[src/rtl/ram_bus_bridge.sv]
// Bridge from the picorv32 native memory bus to a single-port synchronous word RAM.
// Every transfer takes two cycles: the RAM access happens in the accept cycle and mem_ready pulses in the next.
module ram_bus_bridge #(
  parameter logic [31:0] ADDR_BASE  = 32'h0000_0000,
  parameter int unsigned ADDR_WIDTH = 16,
  parameter logic [31:0] ERR_DATA   = 32'hDEAD_BEEF
) (
  input  logic                  clk_i,
  input  logic                  rst_i,
  input  logic                  mem_valid_i,
  input  logic [31:0]           mem_addr_i,
  input  logic [31:0]           mem_wdata_i,
  input  logic [3:0]            mem_wstrb_i,
  output logic                  mem_ready_o,
  output logic [31:0]           mem_rdata_o,
  output logic                  ram_ce_o,
  output logic [3:0]            ram_wr_o,
  output logic [31:0]           ram_d_o,
  output logic [ADDR_WIDTH-1:0] ram_addr_o,
  input  logic [31:0]           ram_q_i,
  output logic                  bus_err_o,
  output logic [31:0]           err_addr_o
);

  typedef enum logic {
    IDLE,
    ACK
  } state_e;

  // The window size is 33 bits wide, so the comparison stays correct even for the largest ADDR_WIDTH.
  localparam logic [32:0] WINDOW_BYTES = 33'd4 << ADDR_WIDTH;

  state_e      state_q, state_d;
  logic        is_err_q, is_err_d;
  logic        is_read_q, is_read_d;
  logic        bus_err_q, bus_err_d;
  logic [31:0] err_addr_q, err_addr_d;
  logic [31:0] off;
  logic        in_window;
  logic        accept;

  // The offset wraps, so an address below ADDR_BASE becomes large and falls outside the window.
  assign off        = mem_addr_i - ADDR_BASE;
  assign in_window  = ({1'b0, off} < WINDOW_BYTES);
  assign ram_addr_o = off[ADDR_WIDTH+1:2];
  assign ram_d_o    = mem_wdata_i;
  assign ram_wr_o   = ram_ce_o ? mem_wstrb_i : 4'h0;
  assign bus_err_o  = bus_err_q;
  assign err_addr_o = err_addr_q;

  always_comb begin
    state_d     = state_q;
    is_err_d    = is_err_q;
    is_read_d   = is_read_q;
    bus_err_d   = bus_err_q;
    err_addr_d  = err_addr_q;
    accept      = 1'b0;
    ram_ce_o    = 1'b0;
    mem_ready_o = 1'b0;
    mem_rdata_o = 32'h0;

    case (state_q)
      IDLE: begin
        if (mem_valid_i) begin
          accept    = 1'b1;
          ram_ce_o  = in_window;
          is_err_d  = !in_window;
          is_read_d = (mem_wstrb_i == 4'h0);
          state_d   = ACK;
        end
      end
      ACK: begin
        mem_ready_o = 1'b1;
        if (is_read_q) begin
          mem_rdata_o = is_err_q ? ERR_DATA : ram_q_i;
        end
        state_d = IDLE;
      end
      default: state_d = IDLE;
    endcase

    // Only the first bad address is kept; later errors leave err_addr unchanged.
    if (accept && !in_window) begin
      bus_err_d = 1'b1;
      if (!bus_err_q) begin
        err_addr_d = mem_addr_i;
      end
    end

    if (rst_i) begin
      ram_ce_o    = 1'b0;
      mem_ready_o = 1'b0;
      mem_rdata_o = 32'h0;
    end
  end

  always_ff @(posedge clk_i) begin
    if (rst_i) begin
      state_q    <= IDLE;
      is_err_q   <= 1'b0;
      is_read_q  <= 1'b0;
      bus_err_q  <= 1'b0;
      err_addr_q <= 32'h0;
    end else begin
      state_q    <= state_d;
      is_err_q   <= is_err_d;
      is_read_q  <= is_read_d;
      bus_err_q  <= bus_err_d;
      err_addr_q <= err_addr_d;
    end
  end

endmodule

[config.mk]
export PLATFORM = sky130hd
export DESIGN_NAME = ram_bus_bridge
export DESIGN_NICKNAME = d
export VERILOG_FILES = /design/src/rtl/ram_bus_bridge.sv
export SDC_FILE = /design/constraint.sdc
export NUM_CORES = 1
export LEC_CHECK = 0
export CELL_PAD_IN_SITES_DETAIL_PLACEMENT = 1
export CELL_PAD_IN_SITES_GLOBAL_PLACEMENT = 1
export CORE_MARGIN = 4
export CORE_UTILIZATION = 18
export DETAILED_ROUTE_END_ITERATION = 10
export HOLD_SLACK_MARGIN = 0.12
export PLACE_DENSITY_LB_ADDON = 0.1
export SLEW_MARGIN = 20
export SYNTH_ARGS = -nofsm -noshare
export SYNTH_HDL_FRONTEND = slang
export SYNTH_SLANG_ARGS = --single-unit
[constraint.sdc]
create_clock -name clk_i -period 1.2 [get_ports clk_i]
set_input_delay 0.12 -clock clk_i [delete_from_list [all_inputs] [get_ports clk_i]]
set_output_delay 0.12 -clock clk_i [all_outputs]
set_load 0.05 [all_outputs]
== Word level (Yosys, flattened, before mapping) ==
Index checks and enable logic that the tools add are counted.

* Eq/ne operators: 0
* Bitwise operators: 2
* Multipliers: 0
* $add $sub $neg: 0
* Mux-type cells: 13
* Divide/modulo/power cells: 0
* Reduce and logical (&&, ||, !) cells: 5
* $lt $le $gt $ge: 1
* Shift operators: 0

{| class="wikitable"
|+ Operator list
! kind !! count
|-
| 2-to-1 mux 32 bit || 4
|-
| less-than comparator 32 x 19 -> 1 bit (second input constant) || 1
|-
| 2-to-1 mux 1 bit || 7
|-
| logical NOT 4 bit || 1
|-
| 2-to-1 mux 4 bit || 1
|-
| AND reduction 2 bit || 2
|-
| NOT 1 bit || 2
|-
| one-hot mux 1 bit (2 select lines) || 1
|-
| logical AND 1 bit || 1
|-
| logical NOT 1 bit || 1
|}

* Flip-flop bits (word level): 36
* Logic and storage cells: 26
* Output and inout port bits: 119
* Bits in latches: 0
* RAM bits: 0
* Input bits: 103
* Memories kept: 0
* Memory bits (read-only): 0

== Depth between registers and ports, before layout ==
Gate-level depths: netlist of run 1.

* Depth in word-level cells: 5
* Depth in mapped cells: 6
* Mapped depth without buffers: 4

== Worst setup path after synthesis of run 1 ==
No wires, ideal clock.

* Path type: reg-to-output
* Start point: register state_q
* End point: output ram_wr_o[0]
* Path buffers: 0
* Cell stages (with the launch flop): 4
* Path slack: -1.343 ns
* Data required time: 1.080 ns
* Data arrival time: 2.423 ns
* Path through: dfxtp_1 > or2b_2 > nor3_1 > and2_1

* Longest elaborated chain between the ends: 3

{| class="wikitable"
|+ RTL lines
! what !! line !! text
|-
| from (decl) || 33 || <nowiki>state_e state_q, state_d;</nowiki>
|-
| from (signal assigned) || 105 || <nowiki>state_q <= state_d;</nowiki>
|-
| 2-to-1 mux 1 bit || 62 || <nowiki>case (state_q)</nowiki>
|-
| 2-to-1 mux 1 bit || 90 || <nowiki>if (rst_i) begin</nowiki>
|-
| via ram_ce_o || 16 || <nowiki>output logic ram_ce_o,</nowiki>
|-
| 2-to-1 mux 4 bit || 47 || <nowiki>assign ram_wr_o = ram_ce_o ? mem_wstrb_i : 4'h0;</nowiki>
|-
| to (decl) || 17 || <nowiki>output logic [3:0] ram_wr_o,</nowiki>
|}

The timed path passes the listed nets, and every way through them passes these cells.

== Worst setup path after layout of run 1 ==
* Start point: register state_q
* End point: output ram_wr_o[0]

* Longest elaborated chain between the ends: 3

{| class="wikitable"
|+ RTL lines
! what !! line
|-
| 2-to-1 mux 1 bit || 62
|-
| 2-to-1 mux 1 bit || 90
|-
| 2-to-1 mux 4 bit || 47
|}

Every way passes these cells.

==> flow_summary.json, run 1 <==
{
  "slew_headroom": 0.785,
  "hold_viol": 0,
  "synth_cell_type_count": 20,
  "start_util": 0.183,
  "wl_met3_um": 887,
  "timing.hold.ws_ps": 124,
  "cts.sinks": 36,
  "grt_overflow": 0,
  "portBuffers": 157,
  "first_pass_iters": 4,
  "fin_ws_ps": -406,
  "power_frac_comb": 0.358,
  "drc": 0,
  "drt-met1-wl_um": 3220,
  "ant_nets": 0,
  "viasPerCell": 3.89,
  "dieHeight_um": 121,
  "grt_pass1_vias": 2505,
  "pwr_density_cell_mw_per_mm2": 844,
  "cp_max_fo": 5,
  "nFillCells": 1373,
  "crit_required_ps": 1080,
  "p_leak_uw": 0.00213,
  "core_region_area_mm2": 0.0126,
  "tightest_slew_ps": 322,
  "drv_slew": 0,
  "violations": "negative setup slack",
  "drive_gt1_frac": 0.466,
  "grt_max_degree": 69,
  "period_share": 1.34,
  "gp_congestion": 0.659,
  "layout_min_cycle_time_ps": 1610,
  "pre_cts_slack_ps": -716,
  "initialDrtViolationCount": 37,
  "place_inst": 560,
  "grt_usage": 0.119,
  "dpl.hpwl_um": 6650,
  "die_x_um": 121,
  "power_switching_uw": 1320,
  "end_kind": "output pin",
  "cts_tree": "done",
  "rows": 41,
  "timing.fmax_mhz": 623,
  "status": "finished, violations left",
  "switching_share": 0.298,
  "syn-num-nets": 380,
  "layout_commonest_cell": "buf_12",
  "setup_viol": 72,
  "cts_root_buf": "clkbuf_16",
  "clk_latency_ps": 280,
  "grt_pass1_wl_um": 13800,
  "fin_nets": 514,
  "highest_layer": "met4",
  "p_clk_frac": 0.335,
  "r2r_setup_slack_ps": -360,
  "synth_warnings": 0,
  "via_count": 2270,
  "seqPwrFrac": 0.307,
  "rsz0062_at_grt": "yes",
  "synth_top_area_frac": 0.312,
  "finalNonFillerCells": 584,
  "skew_ps": 4.45,
  "p_int_uw": 3100,
  "diodes": 0,
  "yosysSeqAreaShare": 0.312,
  "pin_count": 222,
  "syn-instance-count": 277,
  "min_path_type": "input pin to flip-flop",
  "htreeDepth": 2,
  "avgSynthCellArea_um2": 8.35,
  "clock_path_buffers": 2,
  "dieArea_mm2": 0.0147,
  "vdd_drop_max_uv": 574,
  "wl_met2_um": 4720,
  "wire_per_inst_um": 15.3,
  "cp-start-kind": "flip-flop",
  "syn_area_mm2": 0.00231,
  "antenna_found_initial": 0,
  "ys_seq_elements": 36,
  "synth_top_area_cell": "dfxtp_1",
  "cts_inserted_buffers": 5,
  "yosys-top-cells-area": "dfxtp_1 (31%), nand2b_1 (16%), buf_4 (16%), mux2i_1 (14%), nor2_1 (8.6%)",
  "max-cap-violations": 0,
  "layout_common_cells": "buf_12 (68), nand2b_1 (61), clkdlybuf4s50_1 (55)",
  "worstPathArrival_ps": 1490,
  "routed_wl_um": 8910,
  "cts.clk_slew.worst_paths_ps": 60,
  "path_class": "flip-flop to output pin",
  "syn2layout_area_growth_pct": 126
}
-- flip-flops by register name, indices dropped and copies added (netlist names) --
signal      count
bus_err_o       1
state_q         1
err_addr_o     32
is_err_q        1
is_read_q       1
-- what timing repair did --
item / in CTS / in global routing
gates resized for setup: 72 / 28
hold buffers: 0 / 1
setup buffers: 10 / 4
gates cloned: 5 / 0
endpoints found under the setup margin: 72 / 72
hold endpoints to repair: 0 / 1
pin swaps: 15 / 12
-- per-layer routing --
metal | GRT usage | vias to the layer above
li1 | - | 1089
met1 | 0.128 | 1054
met2 | 0.221 | 114
met3 | 0.0466 | 13
met4 | 0.0245 | 0
met5 | 0 | -
-- critical path, cell delays in order (launching register included) --
cell	delay, ps
dfxtp_2	310
or2b_4	250
buf_6	120
nor3_4	190
and2_4	200
buf_12	130
-- cell usage after synthesis (all sizes together) --
cell,count
nor2b,1
clkbuf,12
nor3,1
nor3b,1
inv,1
or2b,5
a21oi,3
nand2b,61
dfxtp,36
nand4,1
or4,1
mux2i,32
nor2,53
buf,52
nor4,3
and2,12
nand2,2
-- power by group through the flow --
stage	Sequential (µW)	Combinational (µW)	Clock (µW)
global placement	1380	1480	0
floorplan	1590	772	0
finish	1350	1580	1480
detailed placement	1380	1490	0
global route	1370	1660	1600
CTS	1360	1590	1550
-- stage by stage --
| stage | utilization | setup TNS (ps) | power (µW) | instance area, µm² |
|---|---|---|---|---|
| 6_report | 0.415 | -22120 | 4420 | 5230 |
| 5_1_grt | 0.415 | -27290 | 4630 | 5230 |
| 4_1_cts | 0.412 | -23690 | 4500 | 5200 |
| 3_5_place_dp | 0.366 | -26510 | 2870 | 4620 |
| 3_3_place_gp | 0.366 | -26330 | 2860 | 4620 |
| 2_1_floorplan | - | -11570 | 2360 | 2620 |
-- path summary, 6_finish.rpt --
path              depth (start not counted)             startpoint                     endpoint
hold / removal                            3         mem_addr_i[19]  err_addr_o[19]$_SDFFE_PP0P_
setup reg to reg                          7     state_q$_SDFF_PP0_  err_addr_o[10]$_SDFFE_PP0P_
setup / recovery                          5     state_q$_SDFF_PP0_                  ram_wr_o[0]
hold reg to reg                           2  is_err_q$_SDFFE_PP0P_        is_err_q$_SDFFE_PP0P_
-- layout make-up --
class                      instances  area, µm²  share of cell area
inverter                           1       3.75            0.000718
clock inverter                     2       35.0             0.00670
timing repair buffer             191       2720               0.519
tap                              172        215              0.0411
multi-input combinational        176       1410               0.270
sequential                        36        722               0.138
clock buffer                       6        129              0.0246
-- logic make-up after synthesis --
| logic type | share of synthesized area |
|---|---|
| buffers and inverters | 0.208 |
| multiplexers | 0.138 |
| flip-flops | 0.312 |
| AND/OR/NAND/NOR | 0.336 |
| AO/OA/AOI/OAI | 0.00649 |
Power figures use the tool's default switching activity.
==> run 2: changes to the inputs <==
Settings changed: ABC_AREA set to 1.
==> flow_summary.json, run 2 <==
{
  "status": "finished, violations left",
  "violations": "negative setup slack",
  "syn_area_mm2": 0.00261,
  "skew_ps": 12.6,
  "core_region_area_mm2": 0.0140,
  "holdBufCountCts": 0,
  "crit_required_ps": 1080,
  "yosysSeqAreaShare": 0.276,
  "path_cells": "clkdlybuf4s50_1 -> buf_4 -> nor2_4 -> nand2_4 -> buf_12 -> nor2_4 -> buf_12",
  "die_x_um": 128,
  "slew_headroom": 0.840,
  "layout_common_cells": "inv_1 (90), buf_12 (89), nand2_1 (68)",
  "largest_register_ffs": 32,
  "fin_nets": 674,
  "cpPeakStageDelay_ps": 460,
  "yosys-top-cells-area": "dfxtp_1 (28%), nor2_1 (14%), buf_4 (14%), inv_1 (14%), nand2_1 (10%)",
  "ys_seq_elements": 36,
  "grt_max_degree": 24,
  "synth_commonest_cells": "nor2_1 (99), inv_1 (94), nand2_1 (73)",
  "drc": 0,
  "timing.fmax_mhz": 649,
  "dpl.hpwl_um": 8320,
  "period_share": 1.28,
  "synth_top_area_cell": "dfxtp_1",
  "fin_ws_ps": -341,
  "cts.clk_slew.worst_paths_ps": 60,
  "grt_pass1_vias": 3166,
  "pre_cts_slack_ps": -514,
  "first_pass_iters": 4,
  "synthArstFlopShare": 0,
  "setup_viol": 70,
  "max-cap-violations": 0,
  "design_area_mm2": 0.00564,
  "diodes": 0,
  "post-route-util": 0.402,
  "layout_commonest_cell": "inv_1",
  "p_leak_uw": 0.00259,
  "via_count": 2914,
  "dieHeight_um": 128,
  "rsz0062_at_grt": "yes",
  "cts_inserted_buffers": 5,
  "wire_per_inst_um": 13.8,
  "dieArea_mm2": 0.0165,
  "synth_ff_type": "dfxtp_1",
  "htreeDepth": 2,
  "layout_min_cycle_time_ps": 1540,
  "clk_latency_ps": 280,
  "initialDrtViolationCount": 101,
  "path_class": "input pin to output pin",
  "start_util": 0.186,
  "drv_slew": 0,
  "hold_depth": 5,
  "min_path_type": "input pin to flip-flop",
  "cp_max_fo": 10,
  "syn-num-nets": 536,
  "synth_cell_type_count": 21,
  "cts.sinks": 36,
  "gp_congestion": 0.746,
  "crit_family": "buffers and inverters",
  "end_kind": "output pin",
  "grt_overflow": 0,
  "drive_gt1_frac": 0.372,
  "hold_viol": 0,
  "vdd_drop_max_uv": 560,
  "pwr_density_cell_mw_per_mm2": 835,
  "avgSynthCellArea_um2": 6.03,
  "syn2layout_area_growth_pct": 116,
  "synth_top_area_frac": 0.276,
  "rr_endpoint": "err_addr_o[25]$_SDFFE_PP0P_",
  "holdCritStartpoint": "mem_addr_i[29]",
  "worstPathArrival_ps": 1420,
  "pin_count": 222,
  "synth_warnings": 0,
  "yosysMostFrequentCell": "nor2_1",
  "ant_nets": 0,
  "routed_wl_um": 10400,
  "antenna_found_initial": 0,
  "rows": 43,
  "r2r_setup_slack_ps": -160,
  "syn-instance-count": 433,
  "r2r_cells": 10,
  "clock_path_buffers": 2,
  "grt_usage": 0.126,
  "cts_tree": "done",
  "timing.hold.ws_ps": 189,
  "synth-edff-count": 0,
  "viasPerCell": 3.88,
  "cts_root_buf": "clkbuf_16",
  "critPathBufInv": 4,
  "grt_pass1_wl_um": 16700,
  "rr_startpoint": "state_q$_SDFF_PP0_",
  "placedInstanceArea_mm2": 0.00523,
  "portBuffers": 157,
  "critical-path-slowest-cell": "clkdlybuf4s50_1",
  "cp-start-kind": "input pin",
  "min_to": "err_addr_o[29]$_SDFFE_PP0P_",
  "tightest_slew_ps": 239
}
run 2: cell count changes after synthesis, sizes merged, moves of 9 or more:
cell,before,now
nand2b,61,0
buf,52,61
nor2,53,102
nand4,1,33
clkinv,0,10
inv,1,96
nand2,2,82
mux2i,32,0
and2,12,0
run 2: worst reg2reg max path, stage by stage (launching register included):
cell and delay [ps]:
dfxtp_2 310, inv_2 50, nand2_1 110, buf_6 160, inv_6 80, nand3_4 110, buf_12 160, buf_12 130
nand2_1 60, clkinv_1 50, nor2_1 100
run 2: cells by family (layout without fill, tap and decap cells):
kind of cell	Yosys count	in the layout	share of synthesized area
AO/OA/AOI/OAI	4	4	0.00767
flip-flops	36	36	0.276
buffers and inverters	174	313	0.350
AND/OR/NAND/NOR	219	219	0.366
run 2: stage by stage:
step	TNS (ps)	std cells	power [µW]
global placement	-25120	734	3350
detailed placement	-26630	734	3380
floorplan	-9020	433	2660
CTS	-14840	748	4790
finish	-15790	752	4710
global route	-21280	752	4970
run 2: report_power, final:
| part | switching [µW] | internal (µW) | total (µW) |
|---|---|---|---|
| logic | 1020 | 972 | 2000 |
| registers | 110 | 1300 | 1410 |
| clock network | 532 | 776 | 1310 |
| total | 1670 | 3050 | 4710 |
run 2: metal layers:
layer,share of wire,vias to the layer above,global-route usage
li1,-,1484,-
met1,0.36,1318,0.134
met2,0.55,86,0.241
met3,0.060,26,0.0299
met4,0.026,0,0.0462
met5,0,-,0
run 2: final cells by class:
type / count / area [µm²]
Fill cell: 1615 / 8400
Clock buffer: 7 / 133
Inverter: 106 / 409
Tap cell: 180 / 225
Multi-Input combinational cell: 223 / 1310
Timing Repair Buffer: 199 / 2840
Sequential cell: 36 / 723
Clock inverter: 1 / 8.76
run 2: repair_timing:
action,in CTS,in global routing
buffers inserted,5,4
setup endpoints to repair,72,73
cloned,1,0
hold endpoints to repair,0,0
pin swaps,20,3
resized for setup,77,16
run 2: worst max path at each step:
stage	startpoint	depth (start not counted)	to	slack [ps]
after floorplan	state_q$_SDFF_PP0_	5	ram_wr_o[0]	-290
after global placement	mem_addr_i[24]	7	ram_wr_o[0]	-460
after detailed placement	mem_addr_i[31]	7	ram_wr_o[3]	-510
after CTS	state_q$_SDFF_PP0_	7	mem_rdata_o[30]	-330
after global routing	rst_i	7	mem_rdata_o[30]	-410
final	rst_i	7	mem_rdata_o[13]	-340
